**src/rtl/uart_tx_queue.sv**
```systemverilog
// Queued 8N1 UART transmitter: a small byte FIFO feeding a serializer.
// The serializer runs at OVERSAMPLE clocks per bit, and its frames follow each other with no gap.
module uart_tx_queue #(
  parameter int OVERSAMPLE = 16,
  parameter int DEPTH      = 4
) (
  input  logic       clock,
  input  logic       reset,
  input  logic [7:0] io_dataIn_bits,
  input  logic       io_dataIn_valid,
  output logic       io_dataIn_accept,
  output logic       io_dataIn_ready,
  output logic       io_pair_tx,
  output logic       io_busy,
  output logic [2:0] io_count
);
  localparam int PW = (DEPTH > 1) ? $clog2(DEPTH) : 1;
  localparam int TW = (OVERSAMPLE > 1) ? $clog2(OVERSAMPLE) : 1;
  localparam logic [TW-1:0] TICK_LAST = TW'(OVERSAMPLE - 1);
  localparam logic [2:0]    CNT_FULL  = 3'(DEPTH);

  typedef enum logic [1:0] {IDLE, START, DATA, STOP} state_t;

  typedef struct packed {
    state_t        state;
    logic [TW-1:0] tick;
    logic [2:0]    bit_idx;
    logic [7:0]    shift;
    logic          tx;
    logic          ready;
  } ser_t;

  logic [7:0]    mem [DEPTH];
  logic [PW-1:0] wr_ptr, rd_ptr;
  logic [2:0]    count;
  logic          push, pop, tick_end;
  ser_t          cur, nxt;

  function automatic logic [PW-1:0] ptr_inc(input logic [PW-1:0] p);
    return (p == PW'(DEPTH - 1)) ? '0 : p + 1'b1;
  endfunction

  assign io_dataIn_accept = (count != CNT_FULL);
  assign push             = io_dataIn_valid && io_dataIn_accept;
  assign io_pair_tx       = cur.tx;
  assign io_dataIn_ready  = cur.ready;
  assign io_busy          = (cur.state != IDLE) || (count != 3'd0);
  assign io_count         = count;

  always_ff @(posedge clock) begin
    if (reset)
      cur <= '{state: IDLE, tick: '0, bit_idx: '0, shift: '0, tx: 1'b1, ready: 1'b0};
    else
      cur <= nxt;
  end

  always_comb begin
    nxt       = cur;
    nxt.ready = 1'b0;
    pop       = 1'b0;
    tick_end  = (cur.tick == TICK_LAST);
    if (cur.state != IDLE)
      nxt.tick = tick_end ? '0 : cur.tick + 1'b1;
    case (cur.state)
      IDLE: begin
        if (count != 3'd0) begin
          pop       = 1'b1;
          nxt.state = START;
          nxt.tick  = '0;
          nxt.shift = mem[rd_ptr];
          nxt.tx    = 1'b0;
        end
      end
      START: begin
        if (tick_end) begin
          nxt.state   = DATA;
          nxt.bit_idx = '0;
          nxt.tx      = cur.shift[0];
        end
      end
      DATA: begin
        if (tick_end) begin
          if (cur.bit_idx == 3'd7) begin
            nxt.state = STOP;
            nxt.tx    = 1'b1;
          end else begin
            nxt.shift   = cur.shift >> 1;
            nxt.bit_idx = cur.bit_idx + 3'd1;
            nxt.tx      = cur.shift[1];
          end
        end
      end
      STOP: begin
        if (tick_end) begin
          nxt.ready = 1'b1;
          // Chain straight into the next start bit when more data is queued
          if (count != 3'd0) begin
            pop       = 1'b1;
            nxt.state = START;
            nxt.shift = mem[rd_ptr];
            nxt.tx    = 1'b0;
          end else begin
            nxt.state = IDLE;
          end
        end
      end
      default: nxt.state = IDLE;
    endcase
  end

  // FIFO; reset wins over a coincident push, so that byte is dropped
  always_ff @(posedge clock) begin
    if (reset) begin
      wr_ptr <= '0;
      rd_ptr <= '0;
      count  <= '0;
    end else begin
      if (push) begin
        mem[wr_ptr] <= io_dataIn_bits;
        wr_ptr      <= ptr_inc(wr_ptr);
      end
      if (pop) rd_ptr <= ptr_inc(rd_ptr);
      case ({push, pop})
        2'b10:   count <= count + 3'd1;
        2'b01:   count <= count - 3'd1;
        default: ;
      endcase
    end
  end
endmodule
```
**config.mk**
```make
export PLATFORM = sky130hd
export DESIGN_NAME = uart_tx_queue
export DESIGN_NICKNAME = d
export VERILOG_FILES = /design/src/rtl/uart_tx_queue.sv
export SDC_FILE = /design/constraint.sdc
export NUM_CORES = 1
export LEC_CHECK = 0
export CORE_ASPECT_RATIO = 1.5
export CORE_UTILIZATION = 43
export DETAILED_ROUTE_END_ITERATION = 8
export GPL_TIMING_DRIVEN = 0
export SLEW_MARGIN = 20
export SYNTH_ARGS = -nofsm -noshare
export SYNTH_HDL_FRONTEND = slang
export SYNTH_SLANG_ARGS = --single-unit
```
**constraint.sdc**
```tcl
create_clock -name clock -period 4.4 [get_ports clock]
set_input_delay 0.88 -clock clock [delete_from_list [all_inputs] [get_ports clock]]
set_output_delay 0.88 -clock clock [all_outputs]
set_load 0.05 [all_outputs]
```
==> results.cfg <==
[run_status]
run_status = finished, final reports clean

[layout]
insertedDiodeCount = 0
drive_above_1_share_pct = 15.5
fill_cells = 545
layout-area-overhead-vs-synth_pct = 17.0
num-nets-final = 279

[power]
vdd.ir_drop.worst_uv = 357
power.total_mw = 1.98
power.leakage_nw = 1.20
p_per_area_nw_per_um2 = 614

[sta]
finalMaxSlewViolations = 0
fin_worst_hold_slack_ns = 0.481
final.min_clock_period_ns = 3.18
skew_ns = 0.00999
finalCritPeriodShare_pct = 72.3
unrepaired_setup_endpoints_after_global_routing = false
setup_viol_count_final = 0
post_route_setup_slack_ns = 1.22
fin_setup_tns_ns = 0
timing.slew.headroom_pct = 56.2
final_hold_viol_count = 0
fmax_mhz = 314
tightestPinTransition_ns = 0.652

[global_route]
antenna_violations_before_repair = 0
groute.layer.met2.usage_pct = 29.5
grt_resource_usage_total_pct = 17.4
grt_max_degree = 14
globalRoute.totalOverflow = 0
grt_pass1_vias = 1779
grt_first_pass_wirelength_um = 8420
grtUsageMet3_pct = 4.77
grt_most_used_layer = met2
groute.layer.met1.usage_pct = 20.1

[worst_setup_path]
worstPathArrival_ns = 2.30
critical_path_required_ns = 3.52
worstSetupEndpointType = output port
timing.critical_path.from_type = flip-flop
crit_type = flip-flop to output port
cp_max_fo = 5

[clocking]
post_cts_setup_inserts = 0
maximum_clock_insertion_buffer_count = 2
number_of_clock_sinks = 60
h-tree-depth = 3
clk_root_buffer_cell = sky130_fd_sc_hd__clkbuf_8
tritoncts = done
numCtsBuffers = 9
post_cts_hold_buffer_count = 0
clk_latency_ns = 0.34
cts.clk_slew.worst_paths_ns = 0.08
cts.repair.resized = 0

[run]
maxCapViolations = 0

[synthesis]
netlist.area_leader.share_pct = 34.8
synth_cell_types = 44
synthesis.area_per_instance_um2 = 12.3
post_synth_main_area_contributors = sky130_fd_sc_hd__edfxtp_1 35%, sky130_fd_sc_hd__dfxtp_1 20%, sky130_fd_sc_hd__mux4_2 6.5%
synth.yosys.seq_area_share_pct = 55.2
leading_area_contributor_after_synthesis = sky130_fd_sc_hd__edfxtp_1
ys.warnings.count = 0
number_of_nets_in_the_synthesized_netlist = 251
syn_area_um2 = 2760
synth_cells = 225
ys_seq_elements = 60

[route]
via_count = 1768
first_pass_iters = 4
detail-route-antenna-nets = 0
initialDrtViolationCount = 51
drt-vias-per-instance = 5.33
wire_per_inst_um = 14.8
drt-total-wl_um = 4920
drc = 0

[floorplan]
ioPinCount = 18
die_h_um = 100
die_area_um2 = 6740
core_region_area_um2 = 6170
initial_utilization_pct = 44.7
die_width_um = 67.4
rows = 35

[placed_design]
final_wtd_congestion = 0.731
dp_worst_setup_slack_ns = 1.56
placement.io_buffers = 17
detailed_place_hpwl_um = 3550

[hold_path]
hold_class = flip-flop to flip-flop
kinds of logic (layout without fill, tap and decap cells):
| kind of cell | after synthesis | count (layout) | synth area share [%] |
|---|---|---|---|
| XOR/XNOR | 3 | 3 | 0.953 |
| flip-flops | 60 | 60 | 55.2 |
| buffers and inverters | 20 | 53 | 3.13 |
| AO/OA/AOI/OAI | 43 | 43 | 11.4 |
| AND/OR/NAND/NOR | 71 | 71 | 13.9 |
| multiplexers | 13 | 13 | 8.35 |
| adder cells (fa/ha/maj) | 15 | 15 | 7.08 |
worst max-delay path, cell delays in order, from the launching register on:
cell and delay (ns):
sky130_fd_sc_hd__dfxtp_1 0.36, sky130_fd_sc_hd__inv_1 0.10, sky130_fd_sc_hd__ha_1 0.23, sky130_fd_sc_hd__or4b_1 0.54, sky130_fd_sc_hd__clkdlybuf4s50_1 0.74
final timing paths:
check	startpoint	to	slack (ns)	cells after the start
max	cur[17]$_SDFFE_PP0P_	io_busy	1.22	4
min	cur[9]$_SDFFE_PP0P_	cur[9]$_SDFFE_PP0P_	0.48	2
max reg2reg	cur[13]$_SDFF_PP0_	io_count[2]$_SDFFE_PP0P_	1.78	9
min reg2reg	cur[9]$_SDFFE_PP0P_	cur[9]$_SDFFE_PP0P_	0.48	2
final cells by class:
cell class / count / area [um2] / area share (%)
Buffer: 10 / 48.8 / 1.51
Inverter: 10 / 37.5 / 1.16
Clock inverter: 7 / 82.6 / 2.56
Sequential cell: 60 / 1520 / 47.2
Timing Repair Buffer: 17 / 170 / 5.27
Tap cell: 74 / 92.6 / 2.87
Multi-Input combinational cell: 145 / 1150 / 35.6
Clock buffer: 9 / 124 / 3.84
metal layers:
| layer | wire, um | share of wire [%] |
|---|---|---|
| met5 | 0 | 0 |
| met2 | 2640 | 54 |
| met3 | 137 | 2.8 |
| met1 | 2060 | 42 |
| met4 | 76 | 1.5 |
cells in the mapped netlist, drive strengths merged:
| cell | instances |
|---|---|
| edfxtp | 32 |
| dfxtp | 28 |
| nor2 | 23 |
| nand2 | 17 |
| ha | 14 |
| o21ai | 11 |
| a22oi | 10 |
| inv | 10 |
| a21oi | 9 |
| mux4 | 8 |
| a311oi | 6 |
| clkbuf | 6 |
| nand2b | 6 |
| mux2i | 5 |
| and2 | 4 |
| buf | 4 |
| nand4b | 4 |
| nor3 | 4 |
| or3 | 3 |
| a31oi | 2 |
| nand3 | 2 |
| nand4 | 2 |
| or2 | 2 |
| xor2 | 2 |
| a21boi | 1 |
| a221o | 1 |
| a41oi | 1 |
| and3 | 1 |
| fa | 1 |
| nor2b | 1 |
| o221a | 1 |
| o22ai | 1 |
| or3b | 1 |
| or4b | 1 |
| xnor2 | 1 |
per-stage QoR:
stage	instance area [um2]	cells	util (%)
finish	3230	332	52.3
global route	3230	332	52.3
CTS	3230	332	52.3
detailed placement	3020	316	48.9
global placement	3020	316	48.9
floorplan	2760	225	-
registers in the layout, summed over array words and instances, names as in the netlist, named ones only:
name and count:
io_pair_tx 1, io_dataIn_ready 1, rd_ptr 2, wr_ptr 2
mem 32, cur 17, io_count 3
power by group:
part           internal, mW  switching (mW)
registers             0.669          0.0560
clock network         0.270           0.241
logic                 0.318           0.426
layout by cell type (no fill, tap or decap), drive strengths merged, types with 5 or more instances in the layout:
cell type and instances:
edfxtp 32, dfxtp 28, nor2 23, nand2 17, clkdlybuf4s50 17, clkbuf 15, ha 14, inv 13
o21ai 11, a22oi 10, a21oi 9, mux4 8, nand2b 6, a311oi 6, mux2i 5
(Power assumes the default switching activity.)
